==> src/rtl/muldiv_pkg.sv <==
`default_nettype none
// ============================================================================
// Module      : muldiv_pkg
// Description : Shared definitions for the iterative multiply/divide unit:
//               operation encodings, FSM state type, iteration count and the
//               divide-by-zero quotient value.
// Ports       : none (package)
// Revision    : 1.0 - initial release
// ============================================================================
package muldiv_pkg;

  localparam logic [2:0] OP_MULT  = 3'd0;
  localparam logic [2:0] OP_MULTU = 3'd1;
  localparam logic [2:0] OP_DIV   = 3'd2;
  localparam logic [2:0] OP_DIVU  = 3'd3;
  localparam logic [2:0] OP_MTHI  = 3'd4;
  localparam logic [2:0] OP_MTLO  = 3'd5;

  typedef enum logic [1:0] {
    S_IDLE = 2'd0,
    S_PREP = 2'd1,
    S_ITER = 2'd2,
    S_FIX  = 2'd3
  } state_e;

  localparam int          ITER_COUNT = 32;
  localparam logic [31:0] DIV0_LO    = 32'hFFFF_FFFF;

  // Codes 0..3 are the long-latency operations; 4..7 complete in IDLE.
  function automatic logic is_muldiv(input logic [2:0] op);
    return (op <= OP_DIVU);
  endfunction

endpackage
`default_nettype wire

==> src/rtl/muldiv_addsub.sv <==
`default_nettype none
// ============================================================================
// Module      : muldiv_addsub
// Description : 33-bit adder/subtractor with carry-out, shared by the
//               multiply add step and the divide trial subtract.
// Ports       : a_i, b_i  - 33-bit operands
//               sub_i     - 1: a_i - b_i, 0: a_i + b_i
//               sum_o     - 33-bit result
//               cout_o    - carry-out (for subtract: 1 means a_i >= b_i)
// Revision    : 1.0 - initial release
// ============================================================================
module muldiv_addsub (
  input  logic [32:0] a_i,
  input  logic [32:0] b_i,
  input  logic        sub_i,
  output logic [32:0] sum_o,
  output logic        cout_o
);

  // Subtract as a + ~b + 1 so the carry-out doubles as the "no borrow" flag.
  assign {cout_o, sum_o} = {1'b0, a_i} + {1'b0, b_i ^ {33{sub_i}}} + {33'd0, sub_i};

endmodule
`default_nettype wire

==> src/rtl/muldiv_unit.sv <==
`default_nettype none
// ============================================================================
// Module      : muldiv_unit
// Description : Iterative 32-bit multiply/divide unit with HI/LO registers.
//               One bit per cycle: shift-add multiply, restoring divide.
// Ports       : clk_i, reset_i     - clock, synchronous active-high reset
//               start_i, op_i      - issue request and operation (IDLE only)
//               opa_i, opb_i       - rs / rt operands
//               busy_o             - multiply/divide in flight
//               done_o             - one-cycle pulse after HI/LO update
//               hi_o, lo_o         - architectural HI / LO
// Revision    : 1.0 - initial release
// ============================================================================
module muldiv_unit
  import muldiv_pkg::*;
#(
  parameter int XLEN = 32
) (
  input  logic            clk_i,
  input  logic            reset_i,
  input  logic            start_i,
  input  logic [2:0]      op_i,
  input  logic [XLEN-1:0] opa_i,
  input  logic [XLEN-1:0] opb_i,
  output logic            busy_o,
  output logic            done_o,
  output logic [XLEN-1:0] hi_o,
  output logic [XLEN-1:0] lo_o
);

  state_e       state_q, state_d;
  logic [4:0]   cnt_q;
  logic [2:0]   op_q;
  logic [31:0]  opa_raw_q, opb_raw_q;
  logic [31:0]  mcand_q;      // multiplicand or divisor magnitude
  logic [63:0]  acc_q;        // {partial hi / remainder, multiplier / quotient}
  logic         neg_q;        // negate product or quotient
  logic         neg_rem_q;    // negate remainder
  logic         div0_q;
  logic [31:0]  hi_q, lo_q;
  logic         done_q;

  logic         is_div;
  logic         is_signed;
  logic         a_neg, b_neg;
  logic [31:0]  mag_a, mag_b;
  logic [32:0]  add_a, add_b, add_sum;
  logic         add_cout;
  logic [31:0]  new_rem;
  logic [63:0]  acc_step;
  logic [63:0]  prod_fix;

  // ---------------- FSM: state register ----------------
  always_ff @(posedge clk_i) begin
    if (reset_i) state_q <= S_IDLE;
    else         state_q <= state_d;
  end

  // ---------------- FSM: next state ----------------
  always_comb begin
    state_d = state_q;
    case (state_q)
      S_IDLE: if (start_i && is_muldiv(op_i)) state_d = S_PREP;
      S_PREP: state_d = S_ITER;
      S_ITER: if (cnt_q == 5'(ITER_COUNT - 1)) state_d = S_FIX;
      S_FIX:  state_d = S_IDLE;
      default: state_d = S_IDLE;
    endcase
  end

  // ---------------- FSM: outputs ----------------
  always_comb begin
    busy_o = (state_q != S_IDLE);
    done_o = done_q;
  end

  assign hi_o = hi_q;
  assign lo_o = lo_q;

  // ---------------- datapath ----------------
  assign is_div    = op_q[1];
  assign is_signed = ~op_q[0];
  assign a_neg     = is_signed & opa_raw_q[31];
  assign b_neg     = is_signed & opb_raw_q[31];
  assign mag_a     = a_neg ? (32'd0 - opa_raw_q) : opa_raw_q;
  assign mag_b     = b_neg ? (32'd0 - opb_raw_q) : opb_raw_q;

  // Divide trial-subtracts the shifted remainder {rem, next dividend bit};
  // multiply adds the multiplicand into the upper accumulator half.
  always_comb begin
    add_b = {1'b0, mcand_q};
    if (is_div) add_a = acc_q[63:31];
    else        add_a = {1'b0, acc_q[63:32]};
  end

  muldiv_addsub u_addsub (
    .a_i    (add_a),
    .b_i    (add_b),
    .sub_i  (is_div),
    .sum_o  (add_sum),
    .cout_o (add_cout)
  );

  always_comb begin
    new_rem = add_cout ? add_sum[31:0] : acc_q[62:31];
    if (is_div)
      acc_step = {new_rem, acc_q[30:0], add_cout};
    else if (acc_q[0])
      acc_step = {add_sum, acc_q[31:1]};
    else
      acc_step = {1'b0, acc_q[63:32], acc_q[31:1]};
    prod_fix = neg_q ? (64'd0 - acc_q) : acc_q;
  end

  always_ff @(posedge clk_i) begin
    if (reset_i) begin
      cnt_q     <= 5'd0;
      op_q      <= 3'd0;
      opa_raw_q <= 32'd0;
      opb_raw_q <= 32'd0;
      mcand_q   <= 32'd0;
      acc_q     <= 64'd0;
      neg_q     <= 1'b0;
      neg_rem_q <= 1'b0;
      div0_q    <= 1'b0;
      hi_q      <= 32'd0;
      lo_q      <= 32'd0;
      done_q    <= 1'b0;
    end else begin
      done_q <= (state_q == S_FIX);
      case (state_q)
        S_IDLE: begin
          if (start_i) begin
            if (is_muldiv(op_i)) begin
              op_q      <= op_i;
              opa_raw_q <= opa_i;
              opb_raw_q <= opb_i;
            end
            if (op_i == OP_MTHI) hi_q <= opa_i;
            if (op_i == OP_MTLO) lo_q <= opa_i;
          end
        end
        S_PREP: begin
          // Both operations start from {0, mag_a} with mag_b as the addend/divisor.
          acc_q     <= {32'd0, mag_a};
          mcand_q   <= mag_b;
          neg_q     <= a_neg ^ b_neg;
          neg_rem_q <= a_neg;
          div0_q    <= (opb_raw_q == 32'd0);
          cnt_q     <= 5'd0;
        end
        S_ITER: begin
          acc_q <= acc_step;
          cnt_q <= cnt_q + 5'd1;
        end
        S_FIX: begin
          if (is_div) begin
            if (div0_q) begin
              lo_q <= DIV0_LO;
              hi_q <= opa_raw_q;
            end else begin
              lo_q <= neg_q     ? (32'd0 - acc_q[31:0])  : acc_q[31:0];
              hi_q <= neg_rem_q ? (32'd0 - acc_q[63:32]) : acc_q[63:32];
            end
          end else begin
            hi_q <= prod_fix[63:32];
            lo_q <= prod_fix[31:0];
          end
        end
        default: ;
      endcase
    end
  end

endmodule
`default_nettype wire

==> config.mk <==
export PLATFORM = sky130hd
export DESIGN_NAME = muldiv_unit
export DESIGN_NICKNAME = d
export VERILOG_FILES = /design/src/rtl/muldiv_pkg.sv /design/src/rtl/muldiv_addsub.sv /design/src/rtl/muldiv_unit.sv
export SDC_FILE = /design/constraint.sdc
export NUM_CORES = 1
export LEC_CHECK = 0
export ABC_AREA = 1
export ABC_CLOCK_PERIOD_IN_PS = 4290
export CORE_UTILIZATION = 42
export DETAILED_ROUTE_END_ITERATION = 7
export GPL_TIMING_DRIVEN = 0
export PLACE_DENSITY_LB_ADDON = 0.2
export SLEW_MARGIN = 0
export SYNTH_ARGS = -nofsm -noshare
export SYNTH_HDL_FRONTEND = slang
export SYNTH_SLANG_ARGS = --single-unit
==> constraint.sdc <==
create_clock -name clk_i -period 4.29 [get_ports clk_i]
set_input_delay 0.429 -clock clk_i [delete_from_list [all_inputs] [get_ports clk_i]]
set_output_delay 0.429 -clock clk_i [all_outputs]
set_load 0.01 [all_outputs]
==> results.md <==
* Status: finished, final reports clean
* Worst Path Class, Setup: flop to flop
* Register area at 4740 um2
* Wire length per cell at about 25 um
* Design Power at 12.8 mW
* FMAX at 238 MHz
* Placed Cells incl. Taps at 3803
* Seq/Total Area, Yosys at 0.259
* Final period demand of the worst path at 4.20 ns
* CTS tree: yes
* Filler Cell Count at 4616
* Primary FF master, synth: dfxtp_1
* CP Cell Sequence: buf_4 -> inv_2 -> clkbuf_1 -> clkbuf_1 -> nor2_1 -> a21oi_1 -> ha_2 -> nand2_1 -> nor2_1 -> nand2_1 -> nor2_1 -> nand2_4 -> nand2_4 -> buf_6 -> buf_6 -> nand2_1 -> nand3_1 -> a21oi_1
* Comb power frac at 0.556
* Fin area at 21500 um2
* Critical Path Slowest Stage Cell: clkbuf_1
* Clock Sinks at 237
* Met3 wire len at around 13 mm
* Synth Area per Inst at 5.95 um2
* GPL Wtd Cong at 1.07
* Layout area overhead at 17.2%
* Worst-Skew Late Latency at 0.60 ns
* Tcrit/Tclk final at 0.979
* Sequential share of power at 0.253
* Skew final at 0.0184 ns
* Clock Tree Buf Depth at 3
* DP HPWL at 78.4 mm
* Worst slew pin tran at approximately 1.1 ns
* Clock root buffer: clkbuf_16
* P_leak at 9.45 nW
* Met1 WL at 40.2 mm
* Highest cell delay on the worst timing path at 0.72 ns
* Via count at 23300
* Crit end category: flop
* Core area at 43100 um2
* Sw power at 6.74 mW
* P_int at between 6 and 7 mW
* Min-Delay Endpoint: opa_raw_q[31]
* Placed inst area at 20400 um2
* Antenna violation net count after detailed routing at 0
* Mapped Nets at 3197
* Number of flops mapped to enable cells by yosys at 0
* CP Launch Type: flop
* Worst r2r src: op_q[1]
* Top sig layer: met5
* Synth Register Bits at roughly 240
* Drt first pass iters at 8
* Post-layout util at 0.499
* Most common cell after layout, fill and taps aside: nand2_1
* RSZ-0062 raised after global routing: false
* H-tree depth at 1
* Worst Hold Class: primary input to flop
* GRT Resource Usage Total at 0.424
* Worst Hold Launch: opa_i[31]
* Reg clk slew, reported paths at 0.06 ns
* Setup slack, reg-to-reg at 0.09 ns
* Clock power share at 0.191
* Sw frac at 0.528
* Worst R2R Path Depth at 18
* Post-synthesis cell count at 3084
* Fin. Hold Viols at 0
* Final wirelength at 96.8 mm
* Final Max Slew Viols at 0
* Cts-stage hold buffer count at 0
* YS warnings at 0
* Rows at 76
* Port bufs at 134
* Chip height at 211 um
* First-pass GRT wire length at 138 mm
* Largest net degree at the start of global routing at 15
* Worst slew margin at 0.282
* Width of the die at 211 um
* Metal2 WL at 38.6 mm
* Crit path max fanout at 10
* Setup violations, final at 0
* Ports at 136
* Critical Path AT at 4.66 ns
* Most frequent cells in the layout: nand2_1 (723), a21oi_1 (367), o21ai_0 (336)
* Post-CTS Setup Inserts at 0
* Initial detailed-routing violation count at 3445
* Total CTS buffers at 27
* VDD IR-drop max at roughly 0.00040 V
* Initial Utilization at 0.426
* Max_cap viols at 0
* Residual DRC at 0
* Multi-input logic area at approximately 12000 um2
* Reg-to-Reg End: acc_q[59]
* Pwr Density at 594 nW/um2
* Layout net count at 3359
* Hold Path Stages at 3
* Post-Synthesis Cell Area at 18400 um2
* Non-Filler Instances at between 3000 and 4000
* Die area at 44500 um2
* Netlist cell types at 53
* Vias per inst at 6.05
* Async S/R FF share, synth at 0
* Vias in the first global route at 20900
* Share of layout cells above drive strength 1 at 0.0508
* Initial antenna violation count at 3
* GR Overflow Total at 0
* Setup TNS at 0 ns
* Req. time, crit path at 4.75 ns
-- power by group through the flow --
| stage | registers, mW | clock network [mW] | logic (mW) |
|---|---|---|---|
| 6_report | 3.23 | 2.44 | 7.10 |
| 5_1_grt | 3.26 | 2.52 | 7.55 |
| 4_1_cts | 3.18 | 2.44 | 6.70 |
| 3_5_place_dp | 3.22 | 0 | 6.66 |
| 3_3_place_gp | 3.21 | 0 | 6.62 |
| 2_1_floorplan | 3.06 | 0 | 4.10 |
-- cell type report --
type | instances | area share
repair buffers | 134 | 0.0623
clock inverters | 12 | 0.00657
diodes | 3 | 0.000349
well taps | 585 | 0.0340
multi-input cells | 2381 | 0.554
flip-flops and latches | 237 | 0.221
clock buffers | 37 | 0.0359
plain buffers | 177 | 0.0355
inverters | 288 | 0.0504
-- cell usage after synthesis, types with 20 or more instances --
master | number | share of area
a21oi_1 | 369 | 0.10
a31oi_1 | 30 | 0.010
buf_2 | 22 | 0.0060
clkbuf_1 | 130 | 0.027
dfxtp_1 | 237 | 0.26
ha_1 | 42 | 0.029
inv_1 | 270 | 0.055
nand2_1 | 723 | 0.15
nand3_1 | 212 | 0.058
nand4_1 | 53 | 0.018
nor2_1 | 325 | 0.066
nor3_1 | 30 | 0.0082
o211ai_1 | 22 | 0.0090
o21ai_0 | 336 | 0.092
o21ai_1 | 30 | 0.0082
o221ai_1 | 20 | 0.0095
xor2_1 | 73 | 0.035
-- layer usage --
metal	vias to the layer above	global-route usage
met5	-	0
met4	6	0.190
met3	234	0.142
met2	1541	0.597
met1	10900	0.581
li1	10600	-
-- stage by stage --
step / setup slack (ns) / hold slack, ns
6_report: 0.0906 / 0.401
5_1_grt: 0.0314 / 0.409
4_1_cts: 0.0130 / 0.385
3_5_place_dp: -0.321 / 0.469
3_3_place_gp: -0.328 / 0.467
2_1_floorplan: 1.18 / 0.446
-- flip-flops by register name, summed over array words and instances (netlist names), 2 cells and up --
register	count
state_q	2
op_q	2
acc_q	64
opa_raw_q	32
opb_raw_q	32
cnt_q	5
hi_o	32
lo_o	32
mcand_q	32
-- worst max-delay path by stage --
stage          startpoint         to  cells after the start
6_report          op_q[1]  acc_q[59]                     18
2_1_floorplan     op_q[1]  acc_q[43]                     20
5_1_grt           op_q[1]  acc_q[48]                     19
4_1_cts           op_q[1]  acc_q[57]                     20
3_3_place_gp      op_q[1]  acc_q[59]                     18
3_5_place_dp      op_q[1]  acc_q[59]                     18
-- timing repair --
action                                 4_1_cts  5_1_grt
setup endpoints to repair                   33       33
resized for setup                            5       35
endpoints found under the hold margin        0        0
-- cells by family after synthesis --
family / count (synthesis) / share of synthesized area
AOI/OAI and AO/OA: 849 / 0.248
adders and majority gates: 43 / 0.0297
and+or+nand+nor: 1414 / 0.329
xor gates and xnor gates: 75 / 0.0358
buffers and inverters: 466 / 0.0994
DFF: 237 / 0.259
-- worst max-delay path, delay by kind of cell, from the launching register on --
| family | cells | cell delay [ns] |
|---|---|---|
| simple gates | 9 | 1.45 |
| buf+inv | 6 | 1.68 |
| fa+ha+maj | 1 | 0.31 |
| flops | 1 | 0.30 |
| compound gates | 2 | 0.29 |
Power figures use the tool's default switching activity.
